===== config.mk =====
export PLATFORM = sky130hd
export DESIGN_NAME = matrix_scan_driver
export DESIGN_NICKNAME = d
export VERILOG_FILES = /design/src/rtl/matrix_scan_driver.sv
export SDC_FILE = /design/constraint.sdc
export NUM_CORES = 1
export LEC_CHECK = 0
export ABC_CLOCK_PERIOD_IN_PS = 2200
export CORE_ASPECT_RATIO = 1.5
export CORE_MARGIN = 2
export CORE_UTILIZATION = 57
export CTS_CLUSTER_DIAMETER = 40
export DETAILED_ROUTE_END_ITERATION = 10
export DONT_BUFFER_PORTS = 1
export PLACE_DENSITY = 0.86
export RECOVER_POWER = 25
export SETUP_SLACK_MARGIN = 0.2
export SYNTH_ARGS = -nofsm -noshare
export SYNTH_HDL_FRONTEND = slang
export SYNTH_SLANG_ARGS = --single-unit
export TNS_END_PERCENT = 20

===== constraint.sdc =====
create_clock -name clk -period 2.2 [get_ports clk]
set_input_delay 0.33 -clock clk [delete_from_list [all_inputs] [get_ports clk]]
set_output_delay 0.33 -clock clk [all_outputs]
set_load 0.05 [all_outputs]

===== src/rtl/matrix_scan_driver.sv =====
// Row-multiplexed LED matrix scanner: double-buffered frame load, per-row blanking, 16-level PWM.
// Optional build macro MATRIX_FRAME_CNT_EN adds a free-running 16-bit frame counter output.
module matrix_scan_driver #(
    parameter int ROWS  = 8,
    parameter int COLS  = 16,
    parameter int DIV   = 1024,
    parameter int BLANK = 16,
    localparam int ROW_W  = $clog2(ROWS),
    localparam int SLOT_W = $clog2(DIV)
) (
    input  logic                 clk,
    input  logic                 rst_n,
    input  logic [ROWS*COLS-1:0] frame_in,
    input  logic                 frame_load,
    output logic                 frame_ack,
    input  logic                 enable,
    input  logic [3:0]           brightness,
    output logic [ROWS-1:0]      matrix_row,
    output logic [COLS-1:0]      matrix_col,
    output logic [ROW_W-1:0]     row_idx,
`ifdef MATRIX_FRAME_CNT_EN
    output logic [15:0]          frame_cnt,
`endif
    output logic                 frame_start
);

    logic [SLOT_W-1:0]    slot_cnt_q, slot_cnt_d;
    logic [ROW_W-1:0]     row_idx_q, row_idx_d;
    logic [ROWS*COLS-1:0] display_q, display_d;
    logic [ROWS*COLS-1:0] pending_q, pending_d;
    logic                 pending_valid_q, pending_valid_d;
    logic [ROWS-1:0]      matrix_row_q, matrix_row_d;
    logic [COLS-1:0]      matrix_col_q, matrix_col_d;
    logic                 frame_ack_q, frame_ack_d;
    logic                 frame_start_q, frame_start_d;

    logic                 boundary;
    logic                 boundary_next;
    logic                 lit;
    logic [ROWS-1:0]      row_sel;
    logic [COLS-1:0]      col_sel;

    always_comb begin
        slot_cnt_d = slot_cnt_q + 1'b1;
        row_idx_d  = row_idx_q;
        if (slot_cnt_q == SLOT_W'(DIV - 1)) begin
            slot_cnt_d = '0;
            if (row_idx_q == ROW_W'(ROWS - 1)) begin
                row_idx_d = '0;
            end else begin
                row_idx_d = row_idx_q + 1'b1;
            end
        end
    end

    assign boundary      = (slot_cnt_q == '0) && (row_idx_q == '0);
    assign boundary_next = (slot_cnt_d == '0) && (row_idx_d == '0);

    // Transfer reads the old pending contents, so a load on the boundary cycle waits a frame.
    always_comb begin
        display_d       = display_q;
        pending_d       = pending_q;
        pending_valid_d = pending_valid_q;
        if (boundary && pending_valid_q) begin
            display_d       = pending_q;
            pending_valid_d = 1'b0;
        end
        if (frame_load) begin
            pending_d       = frame_in;
            pending_valid_d = 1'b1;
        end
    end

    // Pulses are registered from the next state so they line up with the boundary cycle itself.
    always_comb begin
        frame_start_d = boundary_next;
        frame_ack_d   = boundary_next && pending_valid_d;
    end

    always_comb begin
        row_sel = '0;
        col_sel = '0;
        for (int r = 0; r < ROWS; r++) begin
            if (row_idx_q == ROW_W'(r)) begin
                row_sel[r] = 1'b1;
                col_sel    = display_q[r*COLS +: COLS];
            end
        end
    end

    assign lit = enable && (slot_cnt_q >= SLOT_W'(BLANK)) && (slot_cnt_q[3:0] <= brightness);

    always_comb begin
        matrix_row_d = '1;
        matrix_col_d = '1;
        if (lit) begin
            matrix_row_d = ~row_sel;
            matrix_col_d = ~col_sel;
        end
    end

    always_ff @(posedge clk or negedge rst_n) begin
        if (!rst_n) begin
            slot_cnt_q      <= '0;
            row_idx_q       <= '0;
            display_q       <= '0;
            pending_q       <= '0;
            pending_valid_q <= 1'b0;
            matrix_row_q    <= '1;
            matrix_col_q    <= '1;
            frame_ack_q     <= 1'b0;
            frame_start_q   <= 1'b0;
        end else begin
            slot_cnt_q      <= slot_cnt_d;
            row_idx_q       <= row_idx_d;
            display_q       <= display_d;
            pending_q       <= pending_d;
            pending_valid_q <= pending_valid_d;
            matrix_row_q    <= matrix_row_d;
            matrix_col_q    <= matrix_col_d;
            frame_ack_q     <= frame_ack_d;
            frame_start_q   <= frame_start_d;
        end
    end

`ifdef MATRIX_FRAME_CNT_EN
    logic [15:0] frame_cnt_q, frame_cnt_d;

    always_comb begin
        frame_cnt_d = frame_cnt_q;
        if (frame_start_q) begin
            frame_cnt_d = frame_cnt_q + 16'd1;
        end
    end

    always_ff @(posedge clk or negedge rst_n) begin
        if (!rst_n) begin
            frame_cnt_q <= '0;
        end else begin
            frame_cnt_q <= frame_cnt_d;
        end
    end

    assign frame_cnt = frame_cnt_q;
`endif

    assign matrix_row  = matrix_row_q;
    assign matrix_col  = matrix_col_q;
    assign row_idx     = row_idx_q;
    assign frame_ack   = frame_ack_q;
    assign frame_start = frame_start_q;

endmodule

==> summary.md, run 1 <==
| Metric | Value |
|---|---|
| Status | did not finish |
| Last flow stage reached | 4_1_cts |
| First Error | [ERROR RSZ-0060] Max buffer count reached. |
| Die H | 190 um |
| Gp weighted congestion | 0.889 |
| H-tree depth | 1 |
| Post-Syn Area | 0.0131 sq mm |
| Number of CTS-inserted buffers | 31 |
| Cts repair resizes | 33 |
| Library cells used by synthesis | 46 |
| Clock tree buffer depth | 3 |
| Chip width | 128 um |
| Count leader, synth | dfrtp_1 |
| Post-CTS Hold Buffers | 256 |
| EDFF count, synth | 0 |
| Detailed Place HPWL | 20400 um |
| Synth Warn # | 0 |
| Post-synth top area share | 0.518 |
| Port Buffer Count | 0 |
| Initial Util | 0.576 |
| Postcts setup bufs | 0 |
| Clock sinks | 296 |
| Commonest cells post-synth | dfrtp_1, mux2_2, mux2_4 |
| Dominant cell type by area after synthesis | dfrtp_1 |
| Number of synthesized register bits | 296 |
| Post-synth ARST share | 1.00 |
| Post-synth net total | 1093 |
| Post-synthesis cell count | 945 |
| FP Rows | 68 |
| DP Cell Count | 1221 |
| Area contributors post-synth | dfrtp_1, mux2_2, mux2_4 |
| Post-synth top flop | dfrtp_1 |
| Mean post-synth cell area | 13.9 sq um |
| Io pins | 165 |
| Seq/Total Area, Yosys | 0.566 |
| Clk root buf | clkbuf_16 |
[per-stage QoR]
step | area (sq um) | setup slack, ns
detailed placement | 13700 | -0.175
floorplan | 13200 | -0.158
global placement | 13700 | -0.153
[cells by family after synthesis]
logic type	synth area share
compound gates	0.0650
xor+xnor	0.00533
fa+ha+maj	0.0114
buf+inv	0.0382
flops	0.566
mux	0.249
simple gates	0.0650
==> run 2, diff against run 1 <==
- ABC_CLOCK_PERIOD_IN_PS: 2200 -> 2850
- CORE_ASPECT_RATIO: 1.5 -> unset
- CORE_UTILIZATION: 57 -> 40
- CTS_CLUSTER_DIAMETER: 40 -> unset
- PLACE_DENSITY: 0.86 -> unset
- PLACE_DENSITY_LB_ADDON: unset -> 0.15
- SETUP_SLACK_MARGIN: 0.2 -> unset
- clock period: 2.2 -> 2.85 ns (I/O delays scaled with it)
==> summary.md, run 2 <==
| Metric | Value |
|---|---|
| Gp weighted congestion | 0.782 |
| Clock sinks | 296 |
| Final period util | 0.968 |
| Vias in the first global route | 7765 |
| Status | complete, but fails checks |
| Die footprint | 0.0343 sq mm |
| RSZ-0062 raised after global routing | false |
| Area grow syn2layout | 12.6% |
| Final setup TNS | 0 ns |
| Post-synth net total | 1093 |
| Slowest-stage cell, CP | or4_1 |
| Crit path launch type | flip-flop |
| Core area | 0.0325 sq mm |
| Largest net degree at the start of global routing | 297 |
| Commonest non-fill, non-tap cell in the layout | dfrtp_1 |
| Final clock skew | 0.0187 ns |
| Critical path type | reg2reg |
| Nets@finish | 1103 |
| Initial antenna violation count | 2 |
| Clock tree buffer depth | 3 |
| Crit path required time | 3.25 ns |
| Worst R2R Start | slot_cnt_q[7] |
| Failing checks | negative hold slack |
| Leakage power | 0.00636 uW |
| Area contributors post-synth | dfrtp_1, mux2_2, mux2_4 |
| Library cells used by synthesis | 46 |
| Slew Viols, Final | 0 |
| Busiest grt layer | met2 |
| Final hold vios | 278 |
| Post-Place Worst Slack | 0.121 ns |
| Routed wire length per instance | 22.3 um |
| Grt total ovfl | 0 |
| Commonest cells post-synth | dfrtp_1, mux2_2, mux2_4 |
| H-tree depth | 2 |
| Crit path largest cell delay | 0.57 ns |
| FP Rows | 66 |
| Slew @ Worst Pin | 0.550 ns |
| Share of layout cells above drive strength 1 | 0.369 |
| Final worst slack | 0.0924 ns |
| Tmin final | 2.76 ns |
| Count leader, synth | dfrtp_1 |
| CP cell instances | or4_1 -> or4_4 -> nor2_4 -> buf_12 -> mux2_2 |
| PwrDens | 641 mW/mm^2 |
| Met3 Use GR | 0.0378 |
| Post-synthesis cell count | 945 |
| Clock Pin Slew Worst Setup and Hold Paths | 0.06 ns |
| Post-synth top area share | 0.518 |
| Via count | 7318 |
| First drt pass iteration count | 4 |
| Dominant cell type by area after synthesis | dfrtp_1 |
| Peak supply drop | 0.353 mV |
| Number of CTS-inserted buffers | 35 |
| Detailed Place HPWL | 21800 um |
| Via-to-Cell Ratio | 5.14 |
| Initial drt markers | 551 |
| Crit-path max FO | 24 |
| Worst skew pair latency | 0.51 ns |
| Finish-stage setup viols | 0 |
| Slew headroom | 0.632 |
| Synth Warn # | 0 |
| Max Cap Viol | 0 |
| CTS tree | yes |
| Min Hold Slack | -0.377 ns |
| Clk root buf | clkbuf_16 |
| Chip width | 185 um |
| Post-Syn Area | 0.0131 sq mm |
| FF-to-FF End | display_q[78] |
| Seq/Total Area, Yosys | 0.566 |
| HP Class | in2async |
| Port Buffer Count | 0 |
| Routed WL | 31700 um |
| GR Util met1 | 0.273 |
| EDFF count, synth | 0 |
| Initial Util | 0.405 |
| Worst setup EP type | flip-flop |
| Reg-to-reg setup timing slack | 0.09 ns |
| Mean post-synth cell area | 13.9 sq um |
| Max Freq | 363 MHz |
| Commonest cells after routing, fill and taps aside | dfrtp_1, mux2_2, mux2_4, o21ai_0, clkbuf_16 |
| Die H | 185 um |
| Residual DRC | 0 |
| Reg2reg path depth | 5 |
| Global-route usage over all layers | 0.189 |
| Io pins | 165 |
| Met2 global-route usage | 0.285 |
| Number of synthesized register bits | 296 |
| Crit path DAT | 3.15 ns |
| First-pass GRT wire length | 48600 um |
| Final antenna-violating net count | 0 |
| Post-synth top flop | dfrtp_1 |
| Post-synth ARST share | 1.00 |
[run 2: cell type report]
| type | count | area (sq um) |
|---|---|---|
| fill | 2978 | 17700 |
| multi-input combinational | 571 | 5200 |
| clock buffer | 54 | 1080 |
| sequential | 296 | 7440 |
| tap | 442 | 553 |
| antenna | 1 | 2.50 |
| timing repair buffer | 38 | 385 |
| inverter | 13 | 48.8 |
| clock inverter | 8 | 82.6 |
[run 2: power breakdown]
part | internal [uW] | total (uW) | switching, uW
Combinational | 272 | 368 | 96.3
Sequential | 4470 | 4690 | 218
Clock | 2700 | 4420 | 1730
[run 2: worst max-delay path by stage]
stage,start,end,slack (ns),cells past startpoint
6_report,slot_cnt_q[7],display_q[78],0.09,5
5_1_grt,slot_cnt_q[7],display_q[72],0.03,5
4_1_cts,slot_cnt_q[7],display_q[78],0.11,5
3_5_place_dp,slot_cnt_q[7],display_q[78],0.12,5
3_3_place_gp,slot_cnt_q[7],display_q[78],0.15,5
2_1_floorplan,row_idx[0],display_q[0],0.33,9
[run 2: cells by family (layout without fill, tap and decap cells)]
family / after synthesis / count (layout) / synth area share
flops: 296 / 296 / 0.566
mux: 257 / 257 / 0.249
simple gates: 150 / 150 / 0.0650
compound gates: 144 / 144 / 0.0650
buf+inv: 78 / 113 / 0.0382
fa+ha+maj: 12 / 12 / 0.0114
xor+xnor: 8 / 8 / 0.00533
other cells: 0 / 1 / 0
[run 2: what timing repair did]
| action | 4_1_cts | 5_1_grt |
|---|---|---|
| hold endpoints to repair | 296 | 296 |
| endpoints found under the setup margin | 0 | 0 |
| resized for setup | 0 | 0 |
| buffers inserted | 0 | 0 |
[run 2: through the flow]
| step | std cells | power, uW | util | area, sq um |
|---|---|---|---|---|
| after floorplan | 945 | 5010 | - | 13100 |
| after global placement | 1360 | 5130 | 0.420 | 13600 |
| after detailed placement | 1360 | 5140 | 0.420 | 13600 |
| after CTS | 1422 | 9640 | 0.456 | 14800 |
| after global routing | 1423 | 9860 | 0.456 | 14800 |
| final | 1423 | 9480 | 0.456 | 14800 |
[run 2: critical path: cells and delay by family, from the launching register on]
| kind | cells | cell delay [ns] |
|---|---|---|
| buf+inv | 1 | 0.28 |
| flops | 1 | 0.45 |
| mux | 1 | 0.36 |
| simple gates | 3 | 1.55 |
[run 2: metal layers]
metal | vias to the layer above | part of all wire
met1 | 3673 | 0.47
met5 | - | 0.00044
met3 | 44 | 0.060
met2 | 201 | 0.45
li1 | 3398 | -
met4 | 2 | 0.024
Power figures use the tool's default switching activity.
==> run 3, diff against run 2 <==
- RECOVER_POWER: 25 -> 100
==> summary.md, run 3 (same netlist as run 2, synthesis figures left out) <==
| Metric | Value |
|---|---|
| Final worst slack | 0.113 ns |
| Final period util | 0.960 |
| Crit path required time | 3.25 ns |
| Final hold vios | 279 |
| Slew Viols, Final | 0 |
| Die footprint | 0.0343 sq mm |
| Post-Layout Inst Area | 0.0145 sq mm |
| PwrDens | 652 mW/mm^2 |
| FP Rows | 66 |
| Via-to-Cell Ratio | 5.17 |
| Postcts setup bufs | 0 |
| H-tree depth | 2 |
| Number of CTS-inserted buffers | 35 |
| Global-route usage over all layers | 0.189 |
| Area grow syn2layout | 10.3% |
| Clock tree buffer depth | 3 |
| Die H | 185 um |
| Residual DRC | 0 |
| Detailed Place HPWL | 21800 um |
| Share of layout cells above drive strength 1 | 0.267 |
| Finish-stage setup viols | 0 |
| HP Class | in2async |
| Int Pwr | 7410 uW |
| Post-Place Worst Slack | 0.121 ns |
| Min Hold Slack | -0.379 ns |
| Vias in the first global route | 7765 |
| Tmin final | 2.74 ns |
| Core area | 0.0325 sq mm |
| Nets@finish | 1103 |
| Leakage power | 0.00626 uW |
| Slew headroom | 0.524 |
| Worst R2R Start | slot_cnt_q[7] |
| Reg-to-reg setup timing slack | 0.11 ns |
| Crit path DAT | 3.13 ns |
| Final antenna-violating net count | 0 |
| P_sw | 2040 uW |
| Core Util, Final | 0.446 |
| Commonest non-fill, non-tap cell in the layout | dfrtp_1 |
| Reg2reg path depth | 5 |
| Clock Pin Slew Worst Setup and Hold Paths | 0.06 ns |
| Cts repair resizes | 0 |
| Largest net degree at the start of global routing | 297 |
| Commonest cells after routing, fill and taps aside | dfrtp_1, mux2_2, mux2_1, o21ai_0, clkbuf_16 |
| Initial antenna violation count | 2 |
| Initial Util | 0.405 |
| Switching Share | 0.216 |
| Chip width | 185 um |
| Sequential share of power | 0.496 |
| Worst setup EP type | flip-flop |
| Port Buffer Count | 0 |
| Peak supply drop | 0.353 mV |
| Gp weighted congestion | 0.782 |
| Status | complete, but fails checks |
| First-pass GRT wire length | 48600 um |
| Gate power share | 0.036 |
| Max Cap Viol | 0 |
| Crit path launch type | flip-flop |
| Routed wire length per instance | 22.3 um |
| Clock power frac | 0.469 |
| RSZ-0062 raised after global routing | false |
| CTS tree | yes |
| Final setup TNS | 0 ns |
| Crit-path max FO | 25 |
| Placed cell areas | 0.0136 sq mm |
| Clk root buf | clkbuf_16 |
| Overall Power | 9450 uW |
| Routed WL | 31700 um |
| Max Freq | 365 MHz |
| Failing checks | negative hold slack |
| Initial drt markers | 553 |
| Via count | 7357 |
| Slew @ Worst Pin | 0.714 ns |
| Final clock skew | 0.0179 ns |
| First drt pass iteration count | 5 |
| Io pins | 165 |
| Critical path type | reg2reg |
| FF-to-FF End | display_q[24] |
| Worst skew pair latency | 0.51 ns |
| Clock sinks | 296 |
| Grt total ovfl | 0 |
| Filler instances | 3036 |
## run 3: changes by cell type in the layout (fill, tap and decap cells not counted), moves of 2 or more
cell,before,now
clkbuf_1,7,15
mux2_4,100,32
buf_12,8,6
dfstp_1,0,24
mux2_1,20,88
buf_4,30,20
dfstp_2,24,0
## run 3: worst max-delay path by stage
stage,start,end,slack [ns],depth (start not counted)
floorplan,row_idx[0],display_q[0],0.33,9
CTS,slot_cnt_q[7],display_q[78],0.11,5
detailed placement,slot_cnt_q[7],display_q[78],0.12,5
global placement,slot_cnt_q[7],display_q[78],0.15,5
finish,slot_cnt_q[7],display_q[24],0.11,5
global route,slot_cnt_q[7],display_q[18],0.03,5
## run 3: layout make-up
cell class	instances	area (sq um)	area share
sequential	296	7440	0.513
multi-input combinational	571	4950	0.341
clock buffer	54	1080	0.0744
tap	442	553	0.0382
timing repair buffer	38	339	0.0234
clock inverter	8	82.6	0.00570
inverter	13	48.8	0.00337
antenna	1	2.50	0.000173
## run 3: critical path, stage by stage (launching register included)
cell and delay [ns]:
dfrtp_1 0.45, or4_1 0.57, or4_4 0.53, nor2_4 0.40
buf_8 0.33, mux2_4 0.33
## run 3: power groups by stage
stage / combinational, uW / sequential (uW) / clock, uW
after floorplan: 354 / 4660 / 0
after global placement: 362 / 4770 / 0
after detailed placement: 372 / 4770 / 0
after CTS: 375 / 4700 / 4570
after global routing: 369 / 4710 / 4730
final: 337 / 4680 / 4430
## run 3: through the flow
step | cells | hold WS (ns)
after floorplan | 945 | 0.132
after global placement | 1360 | 0.145
after detailed placement | 1360 | 0.153
after CTS | 1422 | -0.399
after global routing | 1423 | -0.407
final | 1423 | -0.379
## run 3: metal layers
metal,vias up,GRT usage,wire (um),share of wire
met1,3704,0.273,15000,0.47
met4,2,0.0575,821,0.026
met3,49,0.0378,1670,0.053
met5,-,0,11,0.00035
met2,198,0.285,14200,0.45
li1,3404,-,-,-
